## config.mk

```make
export PLATFORM = sky130hd
export DESIGN_NAME = memory_reader
export DESIGN_NICKNAME = d
export VERILOG_FILES = /design/src/rtl/memory_reader.sv
export SDC_FILE = /design/constraint.sdc
export NUM_CORES = 1
export LEC_CHECK = 0
export CORE_ASPECT_RATIO = 1.4
export CORE_MARGIN = 4
export CORE_UTILIZATION = 41
export CTS_BUF_LIST = sky130_fd_sc_hd__clkbuf_2
export DETAILED_ROUTE_END_ITERATION = 10
export DONT_BUFFER_PORTS = 1
export PLACE_DENSITY = 0.52
export SYNTH_ARGS = -nofsm -noshare
export SYNTH_HDL_FRONTEND = slang
export SYNTH_SLANG_ARGS = --single-unit
```

## constraint.sdc

```tcl
create_clock -name clk_i -period 5.9 [get_ports clk_i]
set_input_delay 1.18 -clock clk_i [delete_from_list [all_inputs] [get_ports clk_i]]
set_output_delay 1.18 -clock clk_i [all_outputs]
set_load 0.005 [all_outputs]
```

## src/rtl/memory_reader.sv

```systemverilog
// Sequential read-back initiator: walks addr through 0..NUM_BYTES-1, streams each
// byte out on a valid/ready port and accumulates a mod-256 checksum.
module memory_reader #(
  parameter int NUM_BYTES = 4,
  parameter int ADDR_W    = 2
) (
  input  logic              clk_i,
  input  logic              reset_i,
  input  logic              start_i,
  output logic [ADDR_W-1:0] addr_o,
  input  logic [7:0]        mem_data_i,
  output logic [7:0]        out_data_o,
  output logic              out_valid_o,
  input  logic              out_ready_i,
  output logic              out_last_o,
  output logic              busy_o,
  output logic              done_o,
  output logic [7:0]        checksum_o
);

  typedef enum logic [1:0] {
    IDLE   = 2'd0,
    SETTLE = 2'd1,
    SEND   = 2'd2,
    DONE   = 2'd3
  } state_t;

  localparam logic [ADDR_W-1:0] LAST_IDX = ADDR_W'(NUM_BYTES - 1);

  state_t            state_q;
  logic [ADDR_W-1:0] addr_q;
  logic [7:0]        out_data_q;
  logic [7:0]        checksum_q;
  logic              out_valid_q;
  logic              out_last_q;
  logic              busy_q;
  logic              done_q;

  logic [7:0]        checksum_d;
  logic              is_last_d;

  // addr_q doubles as the byte index; mem_data_i is already settled for it in SETTLE
  assign checksum_d = checksum_q + mem_data_i;
  assign is_last_d  = (addr_q == LAST_IDX);

  // Read-back sequencer with all outputs held in registers
  always_ff @(posedge clk_i) begin
    if (reset_i) begin
      state_q     <= IDLE;
      addr_q      <= '0;
      out_data_q  <= 8'h00;
      checksum_q  <= 8'h00;
      out_valid_q <= 1'b0;
      out_last_q  <= 1'b0;
      busy_q      <= 1'b0;
      done_q      <= 1'b0;
    end else begin
      case (state_q)
        IDLE: begin
          if (start_i) begin
            state_q    <= SETTLE;
            addr_q     <= '0;
            checksum_q <= 8'h00;
            busy_q     <= 1'b1;
          end
        end
        SETTLE: begin
          state_q     <= SEND;
          out_data_q  <= mem_data_i;
          checksum_q  <= checksum_d;
          out_valid_q <= 1'b1;
          out_last_q  <= is_last_d;
        end
        SEND: begin
          if (out_ready_i) begin
            out_valid_q <= 1'b0;
            out_last_q  <= 1'b0;
            if (out_last_q) begin
              state_q <= DONE;
              done_q  <= 1'b1;
            end else begin
              addr_q  <= addr_q + 1'b1;
              state_q <= SETTLE;
            end
          end
        end
        DONE: begin
          state_q <= IDLE;
          done_q  <= 1'b0;
          busy_q  <= 1'b0;
          addr_q  <= '0;
        end
        default: begin
          state_q <= IDLE;
        end
      endcase
    end
  end

  assign addr_o      = addr_q;
  assign out_data_o  = out_data_q;
  assign out_valid_o = out_valid_q;
  assign out_last_o  = out_last_q;
  assign busy_o      = busy_q;
  assign done_o      = done_q;
  assign checksum_o  = checksum_q;

endmodule
```

## Word-level counts from Yosys, hierarchy flattened

Index checks and enable logic that the tools add are counted.

| storage, ports and cells | value |
|---|---|
| register bits after elaboration | 24 |
| output and inout port bits | 22 |
| logic and storage cells | 48 |

| cells by class | value |
|---|---|
| equal/unequal tests | 8 |
| muxes and demuxes | 18 |
| reductions and logical operators | 12 |
| $add $sub $neg | 2 |

Operators by type and width:

| cell | number |
|---|---|
| one-hot mux 8 bit (2 select lines) | 1 |
| 2-to-1 mux 2 bit | 6 |
| adder 8 bit | 1 |
| 2-to-1 mux 8 bit | 1 |
| != test 2 bit (second input constant) | 4 |
| one-hot mux 1 bit (2 select lines) | 4 |
| one-hot mux 2 bit (4 select lines) | 1 |
| AND reduction 2 bit | 4 |
| nonzero test 2 bit | 4 |
| equality test 2 bit (second input constant) | 3 |
| one-hot mux 2 bit (3 select lines) | 1 |
| 2-to-1 mux 1 bit | 4 |
| AND reduction 4 bit | 1 |
| AND reduction 3 bit | 1 |
| nonzero test 3 bit | 1 |
| adder 2 x 1 -> 2 bit (second input constant) | 1 |
| equality test 2 x 1 -> 1 bit (second input constant) | 1 |
| zero test 2 bit | 1 |

## Longest topological paths before layout

| depth | value |
|---|---|
| word-level depth | 4 |
| gate-level depth with buffers | 7 |
| gate-level depth less buffers | 7 |

## Worst setup path before layout

No wires, ideal clock.

| path | value |
|---|---|
| path type | input to register |
| start point | input port mem_data_i[0] |
| end point | register checksum_q[6], in the netlist checksum_o[6] |
| data arrival time | 2.567 ns |
| slack | 3.216 ns |
| path buffers | 0 |
| stages on the path | 7 |
| data required time | 5.783 ns |
| setup time | 0.117 ns |
| path through | ha_1 -> fa_1 -> a21o_1 -> a211oi_2 -> o21ai_1 -> xor2_1 -> a22o_1 |

| on the way | value |
|---|---|
| cells in the longest elaborated chain, start to end | 2 |

Ends and longest elaborated chain:

| element | line | RTL |
|---|---|---|
| start, declared | 11 | `input logic [7:0] mem_data_i,` |
| adder 8 bit | 43 | `assign checksum_d = checksum_q + mem_data_i;` |
| one-hot mux 8 bit (2 select lines) | 58 | `case (state_q)` |
| end signal, assigned | 70 | `checksum_q <= checksum_d;` |
| end, declared | 33 | `logic [7:0] checksum_q;` |

Every way passes these cells.
A chain may end at the register's enable or synchronous reset.

## Worst setup path in the final report

Same ends and word-level chain as after synthesis.

==> impl_metrics.ini <==
[route]
drtPass1Iterations = 4
drt_iter0_drc = 20
num_vias = 895
ant_nets = 0
vias_per_cell = 5.36
drc = 0
wl_per_cell_microns = 15.0
drt_wl_total_mm = 2.50

[floorplanning]
io_pins = 34
die-height_microns = 71.2
start_util_pct = 43.9
fp.coreArea_sq_um = 2670
die_w_microns = 53.2
die_area_sq_um = 3790
rows = 22

[yosys]
synth.avg_cell_area_sq_um = 8.81
synthMuxAreaShare_pct = 2.56
synth_top_family_by_area = compound AO/OA/AOI/OAI gates
synth.largest_area_cell = dfxtp_1
synth.top_cell.area_share_pct = 41.0
yosys.area_share.xor_xnor_pct = 4.49
synth-edff-count = 0
yosysWarnings = 0
syn-cell-area_sq_um = 1170
ys_async_sr_fraction_pct = 0
seq_area_frac_synth_pct = 41.0
synth-simple-area-share_pct = 15.0
synth_cells = 133
syn-num-nets = 154
synth_compound_area_share_pct = 22.9
synth_seq_cells = 24
ys_types = 32
synth.area.top_cells = dfxtp_1, ha_1, nand2_1
synth_fa_ha_area_share_pct = 10.3
synth_ff_type = dfxtp_1

[pwr]
p_per_area_nw_per_um2 = 271
peakVddDrop_mv = 0.148
p_leak_nw = 0.501

[run]
cap_violations = 0

[sta]
rsz0062_at_grt = no
final_max_slew_viol_count = 0
hold_violations = 0
max_freq_ghz = 0.420
fin_crit_sh_pct = 40.4
slew_headroom_pct = 66.5
setup_violations = 0
fin_crit_ps = 2380
finClkSkew_ps = 12.0
tns_ps = 0
worstMarginPinSlew_ps = 502

[clock_network]
root_buffer = clkbuf_2
cts_resized = 0
cts_sinks = 24
cts_setup_buffers = 0
clockBufferDepth = 2
cts_tree = yes
cts_buffers = 3
clk_latency_ps = 340
h-tree-depth = 1
cts_hold_buf = 0
path_clk_slew_ps = 220

[finish]
nNetsFinal = 153
drive_gt1_share_pct = 8.40
num_antenna_cells = 0
fin_cells = 167
areaGrowthSynthToFinish_pct = 5.13

[worst_setup_path]
cp.arrival_ps = 2640
critPathRequiredTime_ps = 6160
start_kind = input pin
critPathMaxFanout = 2
worstSetupEndpointType = flop
critical_path_class = in2reg

[global_route]
grt_pass1_wl_mm = 4.07
grt.overflow.total = 0
grt_max_degree = 23
first_global_vias = 861
antenna_found_initial = 0
grt_use_total_pct = 14.3

[status]
status = finished, final reports clean

[min_path]
hp-class = reg2reg

[place]
dp_hpwl_mm = 1.87
placed_cells = 163
port_buffers = 0
gp_congestion = 0.785
[power by group]
part / switching, mW / internal (mW) / leakage (nW) / total (mW)
Clock: 0.0507 / 0.0584 / 0.0266 / 0.109
Combinational: 0.0238 / 0.0194 / 0.278 / 0.0432
Sequential: 0.0102 / 0.171 / 0.196 / 0.182
[metrics by stage]
| step | total power [mW] | hold WS [ps] | utilization (%) | area [sq um] | setup WS, ps |
|---|---|---|---|---|---|
| floorplan | 0.222 | 453 | - | 1170 | 3220 |
| global placement | 0.228 | 463 | 44.4 | 1190 | 3170 |
| detailed placement | 0.229 | 466 | 44.4 | 1190 | 3130 |
| CTS | 0.339 | 491 | 46.1 | 1230 | 3540 |
| global route | 0.351 | 506 | 46.1 | 1230 | 3480 |
| finish | 0.334 | 485 | 46.1 | 1230 | 3520 |
[area by class of cell]
type,instances,area [sq um]
clock buffer,3,15.0
clock inverter,1,30.0
fill,274,1440
inverter,4,15.0
multi-input combinational,99,646
sequential,24,480
tap,36,45.0
[cell families after synthesis]
kind of cell,Yosys count
DFF,24
buffers and inverters,10
xor gates and xnor gates,6
adders and majority gates,9
AOI/OAI and AO/OA,40
muxes,3
and+or+nand+nor,41
[cell usage in the layout, fill, tap and decap left out, types with 2 or more instances in the layout]
cell,n
and2b_1,2
ha_1,8
nor2b_1,2
inv_1,2
xnor2_1,2
clkbuf_2,3
xor2_1,4
a211oi_1,2
o21ai_1,5
a21o_1,3
nor2_1,10
nor3_1,3
o21ai_2,3
mux2i_1,3
a21oi_1,13
o21ai_0,2
a31oi_1,2
a22oi_1,4
dfxtp_1,24
inv_2,2
nand2_1,23
[final timing paths]
| check | startpoint | endpoint | slack (ps) | depth (start not counted) |
|---|---|---|---|---|
| setup / recovery | mem_data_i[0] | checksum_o[6]$_SDFFE_PP0P_ | 3520 | 7 |
| hold / removal | out_data_o[7]$_SDFFE_PP0P_ | out_data_o[7]$_SDFFE_PP0P_ | 480 | 2 |
| setup reg to reg | checksum_o[0]$_SDFFE_PP0P_ | checksum_o[6]$_SDFFE_PP0P_ | 3960 | 7 |
| hold reg to reg | out_data_o[7]$_SDFFE_PP0P_ | out_data_o[7]$_SDFFE_PP0P_ | 480 | 2 |
[sequential cells by signal, indices dropped and copies added, names as in the netlist]
register and cells:
checksum_o 8, addr_o 2, out_last_o 1, out_data_o 8, state_q 2, out_valid_o 1
done_o 1, busy_o 1
[synth_stat cells (2+ instances only)]
master	instances
a21oi_1	13
xnor2_1	2
o21ai_2	3
mux2i_1	3
o21ai_0	2
and2b_1	2
nor2b_1	2
a21o_1	3
a22oi_1	4
xor2_1	4
inv_2	2
a211oi_1	2
buf_2	3
dfxtp_1	24
nor3_1	3
o21ai_1	5
nor2_1	10
ha_1	8
inv_1	2
nand2_1	23
a31oi_1	2
[critical path: stages]
cell,delay [ps]
ha_1,200
fa_1,410
a21o_1,220
a211oi_2,210
o21ai_1,100
xor2_1,140
a22o_1,170
[routing by layer]
| metal | track usage (%) | part of all wire (%) | vias up |
|---|---|---|---|
| met5 | 0 | 0 | - |
| met4 | 7.10 | 1.8 | 0 |
| met3 | 3.95 | 6.3 | 4 |
| met2 | 24.0 | 51 | 22 |
| met1 | 16.1 | 41 | 406 |
| li1 | - | - | 463 |
(Power assumes the default switching activity.)
